--- src/rtl/overflow_interval_table.sv ---
// Table of inclusive overflow address intervals with free-slot allocation, cursor replacement
// when full and registered multi-port range lookups. Optional macro OIT_DEDUP_EN absorbs duplicates.
module overflow_interval_table #(
  parameter int unsigned ADDR_W    = 32,
  parameter int unsigned DEPTH     = 8,
  parameter int unsigned NUM_PORTS = 2
) (
  input  logic                          clk_i,
  input  logic                          rst_ni,
  input  logic                          wr_valid_i,
  output logic                          wr_ready_o,
  input  logic [ADDR_W-1:0]             wr_first_i,
  input  logic [ADDR_W-1:0]             wr_last_i,
  output logic                          wr_err_o,
  input  logic                          clr_valid_i,
  input  logic [ADDR_W-1:0]             clr_addr_i,
  input  logic                          flush_i,
  input  logic [NUM_PORTS-1:0]          lk_valid_i,
  input  logic [NUM_PORTS*ADDR_W-1:0]   lk_addr_i,
  output logic [NUM_PORTS-1:0]          lk_valid_o,
  output logic [NUM_PORTS-1:0]          lk_in_range_o,
  output logic [NUM_PORTS-1:0]          lk_is_first_o,
  output logic [$clog2(DEPTH+1)-1:0]    count_o,
  output logic                          full_o,
  output logic                          overwrite_o
);

  localparam int unsigned IdxW = $clog2(DEPTH);
  localparam int unsigned CntW = $clog2(DEPTH+1);

  logic [DEPTH-1:0]     valid_q, valid_d;
  logic [ADDR_W-1:0]    first_q [DEPTH];
  logic [ADDR_W-1:0]    first_d [DEPTH];
  logic [ADDR_W-1:0]    last_q  [DEPTH];
  logic [ADDR_W-1:0]    last_d  [DEPTH];
  logic [IdxW-1:0]      cursor_q, cursor_d;
  logic [CntW-1:0]      count_q, count_d;
  logic                 err_q, err_d;
  logic                 ovw_q, ovw_d;
  logic [NUM_PORTS-1:0] lk_valid_q, lk_valid_d;
  logic [NUM_PORTS-1:0] lk_in_range_q, lk_in_range_d;
  logic [NUM_PORTS-1:0] lk_is_first_q, lk_is_first_d;

  logic                 wr_accept, wr_bad, wr_dup;
  logic [DEPTH-1:0]     clr_hit, valid_kept;
  logic                 free_found;
  logic [IdxW-1:0]      free_idx, wr_idx;

  assign wr_ready_o = rst_ni & ~flush_i;
  assign wr_accept  = wr_valid_i & wr_ready_o;
  assign wr_bad     = wr_first_i > wr_last_i;

  // Clear acts on pre-existing entries; the free search then sees the slots it freed.
  always_comb begin
    clr_hit    = '0;
    free_found = 1'b0;
    free_idx   = '0;
    for (int i = 0; i < int'(DEPTH); i++) begin
      clr_hit[i] = clr_valid_i & valid_q[i] & (first_q[i] == clr_addr_i);
    end
    valid_kept = valid_q & ~clr_hit;
    for (int i = int'(DEPTH) - 1; i >= 0; i--) begin
      if (!valid_kept[i]) begin
        free_found = 1'b1;
        free_idx   = IdxW'(i);
      end
    end
  end

`ifdef OIT_DEDUP_EN
  always_comb begin
    wr_dup = 1'b0;
    for (int i = 0; i < int'(DEPTH); i++) begin
      if (valid_kept[i] && first_q[i] == wr_first_i && last_q[i] == wr_last_i) begin
        wr_dup = 1'b1;
      end
    end
  end
`else
  assign wr_dup = 1'b0;
`endif

  always_comb begin
    valid_d  = valid_q;
    first_d  = first_q;
    last_d   = last_q;
    cursor_d = cursor_q;
    err_d    = wr_accept & wr_bad;
    ovw_d    = 1'b0;
    wr_idx   = free_idx;
    if (flush_i) begin
      valid_d  = '0;
      cursor_d = '0;
    end else begin
      valid_d = valid_kept;
      if (wr_accept && !wr_bad && !wr_dup) begin
        if (!free_found) begin
          wr_idx   = cursor_q;
          cursor_d = (cursor_q == IdxW'(DEPTH - 1)) ? '0 : cursor_q + IdxW'(1);
          ovw_d    = 1'b1;
        end
        valid_d[wr_idx] = 1'b1;
        first_d[wr_idx] = wr_first_i;
        last_d[wr_idx]  = wr_last_i;
      end
    end
    count_d = '0;
    for (int i = 0; i < int'(DEPTH); i++) begin
      count_d = count_d + CntW'(valid_d[i]);
    end
  end

  // Lookups read the pre-update table, so results show old data for one cycle.
  always_comb begin
    logic [ADDR_W-1:0] addr;
    logic              hit_rng, hit_first;
    addr          = '0;
    hit_rng       = 1'b0;
    hit_first     = 1'b0;
    lk_valid_d    = '0;
    lk_in_range_d = '0;
    lk_is_first_d = '0;
    for (int p = 0; p < int'(NUM_PORTS); p++) begin
      addr      = lk_addr_i[p*ADDR_W +: ADDR_W];
      hit_rng   = 1'b0;
      hit_first = 1'b0;
      for (int i = 0; i < int'(DEPTH); i++) begin
        if (valid_q[i]) begin
          if (first_q[i] <= addr && addr <= last_q[i]) hit_rng = 1'b1;
          if (first_q[i] == addr) hit_first = 1'b1;
        end
      end
      lk_valid_d[p]    = lk_valid_i[p];
      lk_in_range_d[p] = lk_valid_i[p] & hit_rng;
      lk_is_first_d[p] = lk_valid_i[p] & hit_first;
    end
  end

  always_ff @(posedge clk_i or negedge rst_ni) begin
    if (!rst_ni) begin
      valid_q       <= '0;
      cursor_q      <= '0;
      count_q       <= '0;
      err_q         <= 1'b0;
      ovw_q         <= 1'b0;
      lk_valid_q    <= '0;
      lk_in_range_q <= '0;
      lk_is_first_q <= '0;
      for (int i = 0; i < int'(DEPTH); i++) begin
        first_q[i] <= '0;
        last_q[i]  <= '0;
      end
    end else begin
      valid_q       <= valid_d;
      first_q       <= first_d;
      last_q        <= last_d;
      cursor_q      <= cursor_d;
      count_q       <= count_d;
      err_q         <= err_d;
      ovw_q         <= ovw_d;
      lk_valid_q    <= lk_valid_d;
      lk_in_range_q <= lk_in_range_d;
      lk_is_first_q <= lk_is_first_d;
    end
  end

  assign count_o       = count_q;
  assign full_o        = (count_q == CntW'(DEPTH));
  assign wr_err_o      = err_q;
  assign overwrite_o   = ovw_q;
  assign lk_valid_o    = lk_valid_q;
  assign lk_in_range_o = lk_in_range_q;
  assign lk_is_first_o = lk_is_first_q;

endmodule

--- config.mk ---
export PLATFORM = sky130hd
export DESIGN_NAME = overflow_interval_table
export DESIGN_NICKNAME = d
export VERILOG_FILES = /design/src/rtl/overflow_interval_table.sv
export SDC_FILE = /design/constraint.sdc
export NUM_CORES = 2
export LEC_CHECK = 0
export ABC_CLOCK_PERIOD_IN_PS = 6000
export CAP_MARGIN = 20
export CELL_PAD_IN_SITES_DETAIL_PLACEMENT = 1
export CELL_PAD_IN_SITES_GLOBAL_PLACEMENT = 2
export CORE_MARGIN = 2
export CORE_UTILIZATION = 40
export DETAILED_ROUTE_END_ITERATION = 10
export PLACE_DENSITY = 0.91
export SYNTH_ARGS = -nofsm -noshare
export SYNTH_HDL_FRONTEND = slang
export SYNTH_SLANG_ARGS = --single-unit
--- constraint.sdc ---
create_clock -name clk_i -period 6 [get_ports clk_i]
set_input_delay 1.2 -clock clk_i [delete_from_list [all_inputs] [get_ports clk_i]]
set_output_delay 1.2 -clock clk_i [all_outputs]
set_load 0.1 [all_outputs]
==> impl_results.md <==
- Final Skew: 0.02219 ns
- Sequential power share: 34.6%
- Drt first pass iters: 8
- Max Root-Sink Buffers: 3
- Crit Reg-Reg Endpoint: count_o[2]
- Area grow syn2layout: 18.79%
- Die W: 347.9 µm
- RSZ-0062 raised after global routing: no
- Relative slew margins: 19.86%
- Top Usage Layer GRT: met2
- Crit path max-delay cell type: clkdlybuf4s50_1
- Crit-path max FO: 4
- Met3 Use GR: 9.805%
- CTS root buf: clkbuf_16
- Slew Limit Fails: 0
- Die area: 121100 µm²
- Final Wtd Congestion: 1.092
- DRT antenna net count: 0
- Share of cells above drive strength 1: 14.72%
- Tcrit/Tclk final: 98.17%
- Combinational Power Share: 32.0%
- YS warnings: 0
- Maxcap violations: 0
- Rows: 126
- Grt ovf: 0
- Boundary Pins: 181
- CTS tree: built
- CTS sink cnt: 535
- Critical path's largest stage delay: 0.55 ns
- Routed WL: 228400 µm
- Synth Net Count: 5935
- Cells taking the most area after synthesis: dfrtp_1 (28%), ha_1 (28%), mux2_2 (4.6%)
- Least-Margin Pin Slew: 1.190 ns
- Area share of the largest cell type after synthesis: 28.29%
- Critical path's top delay family: adder cells
- Final hold violation count: 0
- Tightest Hold Check Type: in -> async
- Seq cells post-synth: 535
- Vias: 43367
- Initial DRC count: 4145
- R2R setup slack: 0.79 ns
- CP most frequent cell: fa_1
- Internal power: 8.239 mW
- Number of synthesized flops with an enable pin: 0
- Initial core utilization: 40.18%
- Clock power frac: 33.4%
- Crit path time final: 5.890 ns
- Worst-skew pair later-pin latency: 0.67 ns
- Setup Viol. Count Final: 0
- Wire per inst: 33.44 µm
- Endpoint class of the critical path: register
- Cell taking the most area after synthesis: dfrtp_1
- Final setup TNS: 0 ns
- Leakage: 30.68 nW
- VDD IR-drop max: 0.0002147 V
- Total track usage: 37.26%
- Initial antenna violation count: 17
- Netlist cell types: 77
- CORE AREA: 117800 µm²
- Worst path buffer plus inverter count: 5
- GR Layer Usage met2: 55.66%
- Die height: 347.9 µm
- Mapped Cells: 4703
- DP HPWL: 182000 µm
- Syn_area_per_cell: 10.06 µm²
- Max Freq: 169.8 MHz
- Crit. path cell count: 21
- Number of global-route vias before repair: 45431
- Power, Total: 13.02 mW
- Clock-pin slew on the worst setup and hold paths: 0.07 ns
- Primary FF master, synth: dfrtp_1
- Status: finished, final reports clean
- GR Util met1: 46.76%
- Via density: 6.349
- WS Path Type: in -> reg
- Netlist Area Pre-Place: 47320 µm²
- Fin nets: 6469
- Switch Pwr: 4.781 mW
- CP required: 6.54 ns
- Crit start category: input pin
- Synth async-reset ratio: 100.0%
- Port Buf Inserts: 180
- First-pass GRT wire length: 323100 µm
- CTS Buf Count: 70
- Reg2reg path depth: 20
- Critical Path, Cell by Cell: clkdlybuf4s50_1, xor2_1, nor4_2, buf_4, nand4_1, o31ai_4, nor2_1, a211oi_2, a211oi_2, or2_4, buf_4, nand3_4, o21ai_1, fa_1, inv_1, fa_1, inv_1, fa_1, ha_2, fa_2, xor2_1
- Register area share after synthesis: 28.29%
- Power per cell area: 231.7 nW/µm²
- Critical path arrival: 6.43 ns
- Switching portion of total power: 36.72%
- Largest net degree at the start of global routing: 163
- Worst r2r src: first_q[133]
- H-tree depth: 3
- # DRC: 0
cell families after synthesis:
logic type	Yosys count	share of synthesized area, %
flip-flops	535	28.29
multiplexers	448	10.56
AO/OA/AOI/OAI	1030	13.46
AND/OR/NAND/NOR	891	10.29
buffers and inverters	478	4.427
XOR/XNOR	256	4.739
adder cells (fa/ha/maj)	1065	28.23
power groups by stage:
stage	clock network [mW]	logic, mW	registers (mW)
global route	4.51	4.53	4.51
CTS	4.40	4.08	4.47
floorplan	0	2.34	4.29
global placement	0	3.82	4.52
detailed placement	0	4.02	4.53
finish	4.35	4.17	4.50
cell usage in the layout, fill, tap and decap left out, types with 64 or more instances in the layout:
cell,netlist,layout
xnor2_1,64,64
ha_1,1061,1060
nand4_1,249,249
clkbuf_16,0,74
xor2_1,192,191
nor4_1,67,64
o21ai_0,331,328
clkdlybuf4s50_1,0,176
a21oi_1,256,256
mux2i_1,192,192
mux2_2,195,195
nor2_1,159,159
buf_4,43,340
a21o_1,226,226
nand2_1,116,115
inv_1,345,345
dfrtp_1,535,535
nor2b_1,88,87
worst register-to-register path: stages, from the launching register on:
cell	delay, ns
dfrtp_1	0.51
xor2_1	0.21
nor4_2	0.32
buf_4	0.16
nand4_1	0.15
o31ai_4	0.47
nor2_1	0.10
a211oi_2	0.26
a211oi_2	0.08
or2_4	0.27
buf_4	0.14
nand3_4	0.05
o21ai_1	0.09
fa_1	0.52
inv_1	0.05
fa_1	0.49
inv_1	0.05
fa_1	0.44
ha_2	0.20
fa_2	0.34
xor2_1	0.18
repair_timing:
item | in CTS | in global routing
pin swaps | 1 | 6
gates resized for setup | 2 | 16
buffers inserted | 0 | 3
hold buffers | 0 | 0
hold endpoints to repair | 0 | 0
setup endpoints to repair | 1 | 3
cell type report:
type	count	area, µm²
Antenna cell	4	10.01
Sequential cell	535	13390
Clock inverter	18	146.4
Fill cell	12997	61560
Clock buffer	108	2160
Tap cell	1536	1922
Inverter	377	1415
Multi-Input combinational cell	3690	31930
Timing Repair Buffer	563	5235
worst max path at each step:
| stage | slack [ns] | end | start |
|---|---|---|---|
| 2_1_floorplan | 0.002 | count_o[2] | clr_addr_i[16] |
| 3_3_place_gp | -0.69 | count_o[2] | clr_addr_i[7] |
| 3_5_place_dp | -0.76 | count_o[2] | clr_addr_i[25] |
| 4_1_cts | 0.002 | count_o[2] | clr_addr_i[6] |
| 5_1_grt | 0.005 | count_o[2] | clr_addr_i[16] |
| 6_report | 0.11 | count_o[2] | clr_addr_i[16] |
stage by stage:
step	worst slack, ns	util, %	hold slack (ns)	instances	area (µm²)
final	0.1099	47.73	0.3866	6831	56200
after floorplan	0.001675	-	0.4498	4703	47320
after detailed placement	-0.7646	45.67	0.4747	6698	53790
after global placement	-0.6941	45.67	0.4617	6698	53790
after global routing	0.004804	47.72	0.3871	6827	56190
after CTS	0.002385	47.64	0.3738	6824	56110
synthesized netlist by cell type (22+ instances only):
master and n:
xnor2_1 64, o21a_1 43, ha_1 1061, mux2_2 195, mux2_4 51, xor2_1 192
o21ai_0 331, clkbuf_1 22, mux2i_1 192, nor3_1 49, a21o_1 226, inv_1 345
nor2_1 159, nand2b_1 31, nand2_1 116, nor2b_1 88, nand4_1 249, buf_4 43
clkinv_1 32, a21oi_1 256, nor4_1 67, nand3_1 62, o211ai_1 22, dfrtp_1 535
a211oi_1 24
state kept, by name, summed over array words and instances, names as in the netlist:
register / flops
count_o: 4
cursor_q: 3
first_q: 256
last_q: 256
lk_in_range_o: 2
lk_is_first_o: 2
lk_valid_o: 2
overwrite_o: 1
valid_q: 8
wr_err_o: 1
layer usage:
| metal | vias to the layer above | share of wire [%] |
|---|---|---|
| li1 | 18503 | - |
| met1 | 21792 | 40 |
| met2 | 2256 | 42 |
| met3 | 798 | 10 |
| met4 | 18 | 8.5 |
| met5 | - | 0.052 |
Power figures use the tool's default switching activity.
